**config.mk**
```make
export PLATFORM = sky130hd
export DESIGN_NAME = uart_autobaud
export DESIGN_NICKNAME = d
export VERILOG_FILES = /design/src/rtl/uart_pkg.sv /design/src/rtl/uart_line_sync.sv /design/src/rtl/uart_autobaud.sv
export SDC_FILE = /design/constraint.sdc
export NUM_CORES = 1
export LEC_CHECK = 0
export ABC_AREA = 1
export ABC_CLOCK_PERIOD_IN_PS = 3960
export BUFFER_PORTS_ARGS = -buffer_cell sky130_fd_sc_hd__buf_2
export CAP_MARGIN = 20
export CORE_MARGIN = 5
export CORE_UTILIZATION = 50
export CTS_CLUSTER_SIZE = 40
export DETAILED_ROUTE_END_ITERATION = 10
export PLACE_DENSITY = 0.64
export SYNTH_ARGS = -nofsm -noshare
export SYNTH_HDL_FRONTEND = slang
export SYNTH_HIERARCHICAL = 1
export SYNTH_SLANG_ARGS = --single-unit
```
**constraint.sdc**
```tcl
create_clock -name clk -period 3.96 [get_ports clk]
set_input_delay 0.198 -clock clk [delete_from_list [all_inputs] [get_ports clk]]
set_output_delay 0.198 -clock clk [all_outputs]
set_load 0.03 [all_outputs]
```
**src/rtl/uart_pkg.sv**
```systemverilog
// rtl/uart_pkg.sv - shared constants and state encoding for the UART auto-baud controller
// Contents: FSM state encoding, sync-character constants, bit-span shift.
package uart_pkg;

   localparam int AB_IDLE   = 0;
   localparam int AB_ARM    = 1;
   localparam int AB_MEAS   = 2;
   localparam int AB_CHECK  = 3;
   localparam int AB_LOCKED = 4;

   typedef enum logic [2:0] {
      ST_IDLE   = 3'(AB_IDLE),
      ST_ARM    = 3'(AB_ARM),
      ST_MEAS   = 3'(AB_MEAS),
      ST_CHECK  = 3'(AB_CHECK),
      ST_LOCKED = 3'(AB_LOCKED)
   } ab_state_t;

   // 0x55 in 8n1 gives falling edges at bit times 0,2,4,6,8
   localparam logic [7:0] AB_SYNC_CHAR = 8'h55;
   localparam int AB_EDGES = 5;
   // four intervals span 8 bit times
   localparam int AB_BIT_SPAN_SHIFT = 3;

endpackage

```
**src/rtl/uart_line_sync.sv**
```systemverilog
// rtl/uart_line_sync.sv - line synchronizer, optional deglitch and falling-edge detect
// Ports: clk, rst_n (async active-low), in (raw line), s (conditioned line), fe (falling edge of s).
// Macro UART_AUTOBAUD_DEGLITCH_EN adds a 3-sample majority filter (+1 cycle latency).
module uart_line_sync (
   input  logic clk,
   input  logic rst_n,
   input  logic in,
   output logic s,
   output logic fe
);

   logic sy1, sy2, s_prev;

`ifdef UART_AUTOBAUD_DEGLITCH_EN
   logic d1, d2;

   always_ff @(posedge clk or negedge rst_n) begin
      if (!rst_n) begin
         d1 <= 1'b1;
         d2 <= 1'b1;
      end else begin
         d1 <= sy2;
         d2 <= d1;
      end
   end

   // a single-cycle excursion of sy2 can never win the vote
   assign s = (sy2 & d1) | (sy2 & d2) | (d1 & d2);
`else
   assign s = sy2;
`endif

   always_ff @(posedge clk or negedge rst_n) begin
      if (!rst_n) begin
         sy1    <= 1'b1;
         sy2    <= 1'b1;
         s_prev <= 1'b1;
      end else begin
         sy1    <= in;
         sy2    <= sy1;
         s_prev <= s;
      end
   end

   assign fe = s_prev & ~s;

endmodule

```
**src/rtl/uart_autobaud.sv**
```systemverilog
// rtl/uart_autobaud.sv - measures a 0x55 sync character and drives the receiver oversampling factor
// Ports: clk, rst_n (async active-low), in (raw line), relock (re-measure request),
//        o (oversampling factor), locked (o valid), upd (o updated pulse), err (rejected pulse).
// Macro UART_AUTOBAUD_DEGLITCH_EN enables the majority filter in uart_line_sync.
module uart_autobaud
   import uart_pkg::*;
#(
   parameter int ow       = 5,
   parameter int OMIN     = 4,
   parameter int CW       = 10,
   parameter int IDLE_MIN = 32
) (
   input  logic          clk,
   input  logic          rst_n,
   input  logic          in,
   input  logic          relock,
   output logic [ow-1:0] o,
   output logic          locked,
   output logic          upd,
   output logic          err
);

   localparam int HW = $clog2(IDLE_MIN + 1);
   localparam logic [CW+2:0] C_MIN = (CW+3)'(OMIN);
   localparam logic [CW+2:0] C_MAX = (CW+3)'(2**ow - 1);

   logic            s, fe;
   ab_state_t       st;
   logic [HW-1:0]   hr;
   logic [CW-1:0]   ic;
   logic [CW+1:0]   sum;
   logic [2:0]      k;
   logic [CW-1:0]   iv [4];
   logic [CW+2:0]   cand;
   logic            tol_ok, range_ok;

   uart_line_sync u_sync (
      .clk   (clk),
      .rst_n (rst_n),
      .in    (in),
      .s     (s),
      .fe    (fe)
   );

   // extra headroom bit: the rounding offset can carry past the sum width
   assign cand     = ({1'b0, sum} + (CW+3)'(4)) >> AB_BIT_SPAN_SHIFT;
   assign range_ok = (cand >= C_MIN) && (cand <= C_MAX);

   always_comb begin
      logic [CW-1:0] diff;
      tol_ok = 1'b1;
      diff   = '0;
      for (int j = 1; j < 4; j++) begin
         diff = (iv[j] >= iv[0]) ? (iv[j] - iv[0]) : (iv[0] - iv[j]);
         if (diff > (iv[0] >> 2))
            tol_ok = 1'b0;
      end
   end

   always_ff @(posedge clk or negedge rst_n) begin
      if (!rst_n) begin
         st     <= ST_IDLE;
         o      <= ow'(OMIN);
         locked <= 1'b0;
         upd    <= 1'b0;
         err    <= 1'b0;
         hr     <= '0;
         ic     <= '0;
         sum    <= '0;
         k      <= '0;
         for (int j = 0; j < 4; j++)
            iv[j] <= '0;
      end else begin
         upd <= 1'b0;
         err <= 1'b0;
         if (relock) begin
            // discards any partial measurement silently; wins over accept in CHECK
            st     <= ST_IDLE;
            locked <= 1'b0;
            hr     <= '0;
         end else begin
            case (st)
               ST_IDLE: begin
                  if (s) begin
                     if (hr == HW'(IDLE_MIN - 1)) begin
                        hr <= '0;
                        st <= ST_ARM;
                     end else begin
                        hr <= hr + 1'b1;
                     end
                  end else begin
                     hr <= '0;
                  end
               end
               ST_ARM: begin
                  if (fe) begin
                     st  <= ST_MEAS;
                     k   <= 3'd1;
                     ic  <= CW'(1);
                     sum <= '0;
                  end
               end
               ST_MEAS: begin
                  if (fe) begin
                     iv[2'(k - 3'd1)] <= ic;
                     sum <= sum + {2'b00, ic};
                     ic  <= CW'(1);
                     k   <= k + 3'd1;
                     if (k == 3'(AB_EDGES - 1))
                        st <= ST_CHECK;
                  end else if (ic == '1) begin
                     err <= 1'b1;
                     hr  <= '0;
                     st  <= ST_IDLE;
                  end else begin
                     ic <= ic + 1'b1;
                  end
               end
               ST_CHECK: begin
                  if (tol_ok && range_ok) begin
                     o      <= cand[ow-1:0];
                     locked <= 1'b1;
                     upd    <= 1'b1;
                     st     <= ST_LOCKED;
                  end else begin
                     err <= 1'b1;
                     hr  <= '0;
                     st  <= ST_IDLE;
                  end
               end
               ST_LOCKED: ;
               default: st <= ST_IDLE;
            endcase
         end
      end
   end

endmodule

```
# Yosys cells after proc, flatten, opt, wreduce, memory -nomap -nowiden
# Cells that the tools add are included.
[totals]
regBits = 85
latch_bits = 0
ramBits = 0
romBits = 0
input_bits = 4
out_inout_bits = 8
wordCells = 122
mem_count = 0
[op_classes]
addsub = 12
multipliers = 0
div = 0
order_cmp = 10
eq_ne = 19
n_shift = 0
n_mux = 46
bitwise_logic = 4
n_reduce_logical = 15
[op_table]
columns = ["cell", "n"]
rows = [
  ["10-bit 2-to-1 mux", 7],
  ["10-bit subtractor", 6],
  ["40-bit bitwise mux", 1],
  ["6-bit 2-to-1 mux", 6],
  ["10-bit >= comparator", 3],
  ["10-bit by 8-bit greater-than comparator with 1-bit output", 3],
  ["3-bit 2-to-1 mux", 10],
  ["12-bit 2-to-1 mux", 2],
  ["12-bit case mux with 2 select lines", 1],
  ["10-bit demux with 2-bit select", 1],
  ["10-bit case mux with 2 select lines", 1],
  ["3-bit != test, second input constant", 6],
  ["6-bit case mux with 3 select lines", 1],
  ["3-bit case mux with 5 select lines", 1],
  ["12-bit by 3-bit adder with 13-bit output, second input constant", 1],
  ["1-bit 2-to-1 mux", 13],
  ["12-bit by 10-bit adder with 12-bit output", 1],
  ["4-bit AND reduction", 3],
  ["10-bit by 1-bit adder with 10-bit output, second input constant", 1],
  ["10-bit equality test, second input constant", 1],
  ["10-bit by 3-bit >= comparator with 1-bit output, second input constant", 1],
  ["10-bit by 5-bit <= comparator with 1-bit output, second input constant", 1],
  ["4-bit != test, second input constant", 2],
  ["6-bit by 1-bit adder with 6-bit output, second input constant", 1],
  ["other kinds (22)", 32],
]

# Logic depth before layout (Yosys ltp)
[depth]
ltp_word = 10
mapped_depth = 31
mapped_depth_nobuf = 30

# Hierarchy
# The synthesis kept the hierarchy.
[modules_own_cells]
columns = ["module", "instances", "cells_each", "area_per_inst_um2", "seq_area_each_um2"]
rows = [
  ["uart_autobaud", 1, 1072, 7569.8, 2053.2],
  ["uart_line_sync", 1, 5, 88.8, 78.8],
]

# Least setup slack after synthesis
# Ideal clock, no wire load.
[synth_path]
path_kind = "register to register"
startpoint = "reg iv[31] (netlist name)"
endpoint = "reg hr[0]"
setup_ns = 0.117
arrival_time_ns = 3.374
required_time_ns = 3.843
setup_slack_ns = 0.469
path_stages_with_launch = 29
path_buffers = 2
synth_period_minus_slack_ns = 3.491
cell_sequence = "dfrtp_1 inv_1 fa_1 nand3_1 nand2_1 nand2_1 nand2_2 nand2_1 nand2_2 buf_2 mux2i_1 xnor2_1 inv_1 ha_1 nand2_1 nor2_1 nand2_1 nand3_1 nand2_1 nand2_1 nand2_1 nand3_1 nor2_1 nand3_2 nor2_4 nand2_4 buf_6 nand3_1 nand2_1"
[synth_between]
elab_chain_cells = 9
word_cells_on_any_way = 21
cone_classes = "6 x add/sub; 6 x order compare; 1 x eq/ne; 6 x mux; 2 x reduce/logical"
[synth_rtl]
columns = ["element", "line", "rtl"]
rows = [
  ["start: declaration", "uart_autobaud.sv:33", "logic [CW-1:0] iv [4];"],
  ["start signal: indexed assignment", "uart_autobaud.sv:105", "iv[2'(k - 3'd1)] <= ic;"],
  ["10-bit subtractor / 10-bit >= comparator (equally long branches)", "uart_autobaud.sv:54", "diff = (iv[j] >= iv[0]) ? (iv[j] - iv[0]) : (iv[0] - iv[j]);"],
  ["10-bit 2-to-1 mux", "uart_autobaud.sv:54", ""],
  ["10-bit by 8-bit greater-than comparator with 1-bit output", "uart_autobaud.sv:55", "if (diff > (iv[0] >> 2))"],
  ["1-bit 2-to-1 mux (2 in series)", "uart_autobaud.sv:55", ""],
  ["1-bit 2-to-1 mux *", "uart_autobaud.sv:55", ""],
  ["1-bit logical AND *", "uart_autobaud.sv:120", "if (tol_ok && range_ok) begin"],
  ["3-bit != test (no source line) *", "-", ""],
  ["4-bit AND reduction (no source line) *", "-", ""],
  ["end signal: assignment", "uart_autobaud.sv:89", "hr <= hr + 1'b1;"],
  ["end: declaration", "uart_autobaud.sv:29", "logic [HW-1:0] hr;"],
]
# Mark *: on every way between the ends. The rest lies on a longest branch, timed or not.
# A chain may end at the register's enable or synchronous reset.

# Worst setup path after layout
[layout_path]
startpoint = "reg iv[10] (netlist name)"
endpoint = "reg hr[5]"
[layout_between]
elab_chain_cells = 8
word_cells_on_any_way = 10
cone_classes = "2 x add/sub; 2 x order compare; 1 x eq/ne; 3 x mux; 2 x reduce/logical"
[layout_rtl]
columns = ["element", "line"]
rows = [
  ["10-bit subtractor / 10-bit >= comparator (equally long branches)", "uart_autobaud.sv:54"],
  ["10-bit 2-to-1 mux *", "uart_autobaud.sv:54"],
  ["10-bit by 8-bit greater-than comparator with 1-bit output *", "uart_autobaud.sv:55"],
  ["1-bit 2-to-1 mux * (2 in series)", "uart_autobaud.sv:55"],
  ["1-bit logical AND *", "uart_autobaud.sv:120"],
  ["3-bit != test (no source line) *", "-"],
  ["4-bit AND reduction (no source line) *", "-"],
]
# Marked as above.

==> impl_metrics.toml <==
[yosys]
ys_ff_latch = 85
synth_edf_count = 0
synthMuxAreaShare_pct = 0.653
syn-cell-area_mm2 = 0.00766
async_flop_share_pct = 100
synth_nets = 1186
synth-xor-area-share_pct = 3.32
synth_top_family_by_area = "simple AND/OR/NAND/NOR gates"
ys.flop_type = "dfrtp_1"
synth-simple-area-share_pct = 27.9
avgSynthCellArea_um2 = 7.11
synth_adder_area_share_pct = 17.8
yosys_warnings = 6
ys_seq_area_share_pct = 27.8
synth_compound_area_share_pct = 13.0
syn_inst = 1077
synth.distinct_cells = 50

[worst_setup_path]
worstSetupEndpoint = "hr[5]"
reg2reg_from = "iv[10]"
crit_fanout = 7
critPathRequiredTime_ns = 4.23
r2r_end = "hr[5]"
regToRegSetupSlack_ns = 0.17
reg2regPathDepth = 24
cp-end-kind = "flip-flop"
cp-start-kind = "flip-flop"
critPathArrivalTime_ns = 4.05
critPathKind = "reg -> reg"
cp-startpoint = "iv[10]"

[timing]
fin_crit_sh_pct = 95.6
slew_violations = 0
worst_pin_slew_ns = 1.01
layout_min_cycle_time_ns = 3.79
max_freq_mhz = 264
fin_ws_ns = 0.175
relSlewSlack_pct = 32.5
finalSetupViolations = 0
setup_tns_ns = 0
finClkSkew_ns = 0.00904
hold_viol = 0

[detailed_routing]
first_pass_iters = 5
viasPerCell = 5.19
wl_per_cell_um = 15.1
drc = 0
route.vias.total = 6873
ant_nets = 0
routed_wl_mm = 20.1
first_iter_violations = 327

[clock_tree]
cts_buffers = 9
ctsLongestPathBuffers = 2
root_buffer = "clkbuf_16"
cts_max_level = 3
cts_tree = "yes"
insertion_delay_ns = 0.34
cts.sinks = 85
clk_pin_slew_ns = 0.07

[placed_design]
post-place-ws_ns = 0.0733
gp_congestion = 0.880
dp_hpwl_mm = 15.6
io_buffer_count = 11

[cells_and_area]
final_cell_mix = "nand2_1, inv_1, ha_1"
drive_gt1_share_pct = 15.5
syn2layout_area_growth_pct = 15.1
postLayoutCoreUtil_pct = 58.4
final_common_cell = "nand2_1"
final_nets = 1241
num_antenna_cells = 0

[global_routing]
grt_pass1_vias = 6471
grt_usage_pct = 22.4
grt-ovfl-total = 0
grt_max_degree = 62
grt_pass1_wl_mm = 32.5
antenna_found_initial = 0

[floorplan]
io_pins = 12
initial_utilization_pct = 50.8
rows = 45
fp.dieH_um = 134
dieArea_mm2 = 0.0179
core_area_mm2 = 0.0151
die_w_um = 134

[power]
sw_frac_of_total_pct = 50.6
p_int_mw = 3.37
pwr-share-seq_pct = 17.1
pwr-share-clk_pct = 11.6
p_leak_nw = 4.54
combPwrFrac_pct = 71.3
irDropWorstVdd_mv = 0.344
p_sw_mw = 3.46
cellPowerDensity_mw_per_mm2 = 775

[flow_run]
maxCapViolCount = 0

[run_status]
status = "complete, no violations"

[worst_hold_path]
min_path_type = "in -> reg"
[power groups by stage]
stage | clock, mW | combinational, mW | sequential (mW)
after CTS | 0.811 | 4.48 | 1.16
final | 0.792 | 4.87 | 1.17
after floorplan | 0 | 3.40 | 1.12
after global placement | 0 | 4.40 | 1.17
after global routing | 0.851 | 5.56 | 1.19
after detailed placement | 0 | 4.44 | 1.17
[repair_timing]
action                                  CTS  global route
hold endpoints to repair                 57             0
pin swaps                                 0             9
setup buffers                             0            17
gates cloned                              0             3
gates resized for setup                   1            77
endpoints found under the setup margin    1            15
hold buffers                              2             0
[kinds of logic after synthesis]
kind of cell | Yosys count
AND/OR/NAND/NOR | 494
flip-flops | 85
buffers and inverters | 186
AO/OA/AOI/OAI | 173
multiplexers | 5
adder cells (fa/ha/maj) | 105
XOR/XNOR | 29
[synth_stat cells, types with 7 or more instances]
master    count  area share, %
a21oi_1      68            4.4
clkbuf_1      8           0.39
dfrtp_1      81             26
fa_1          7            1.8
ha_1         98             16
inv_1       159            7.8
inv_2        10           0.49
nand2_1     325             16
nand2_2       8           0.65
nand3_1      52            3.4
nand4_1      12           0.98
nor2_1       58            2.8
nor2_2       10           0.82
o21ai_0      65            4.2
o21bai_1      9           0.88
xnor2_1      11            1.3
xor2_1       18            2.1
[per-stage QoR]
stage	power [mW]	hold WS (ns)	instance area, um2	std cells
floorplan	4.52	-0.0976	7660	1077
global placement	5.57	0.304	8070	1287
detailed placement	5.61	0.305	8070	1287
CTS	6.45	0.138	8370	1305
global route	7.60	0.151	8820	1325
finish	6.83	0.152	8820	1325
[routing by layer]
metal / global-route usage [%] / vias to the layer above / routed length (um)
li1: - / 3578 / -
met1: 28.8 / 3155 / 9020
met2: 39.5 / 110 / 10000
met3: 2.49 / 30 / 633
met4: 6.80 / 0 / 381
met5: 0 / - / 0
[worst max-delay path: stages, from the launching register on]
cell and delay [ns]:
dfrtp_1 0.40, inv_1 0.07, ha_1 0.20, inv_1 0.11, fa_2 0.39, nand3_2 0.13
nand4_4 0.21, buf_4 0.20, mux2i_1 0.22, xnor2_1 0.15, inv_1 0.06, ha_1 0.27
nand2_1 0.04, inv_1 0.08, nand4_1 0.13, nand2_2 0.13, nand3_2 0.11, nor2_2 0.14
nand3_2 0.10, nor2_4 0.14, buf_12 0.14, nand2_8 0.08, nand2_8 0.12, nand2_1 0.05
nand2_1 0.05
[flip-flops by register name (all words and copies together), names as in the netlist, 3 cells and up]
signal and cells:
iv 40, sum 12, ic 10, hr 6
o 5, k 3, st 3
[cell type report]
type / instances / area [um2]
clock inverters: 6 / 46.3
well taps: 188 / 235
inverters: 171 / 654
clock buffers: 10 / 229
flip-flops and latches: 85 / 2140
multi-input cells: 809 / 5090
fillers: 1450 / 6270
repair buffers: 56 / 420
[worst min path at each step]
stage | cells after the start | end | slack (ns) | start
global placement | 1 | u_sync/sy1 | 0.30 | in
floorplan | 0 | err | -0.1 | rst_n
global route | 2 | err | 0.15 | relock
CTS | 2 | err | 0.14 | relock
finish | 2 | err | 0.15 | relock
detailed placement | 1 | u_sync/sy1 | 0.30 | in
Power figures use the tool's default switching activity.
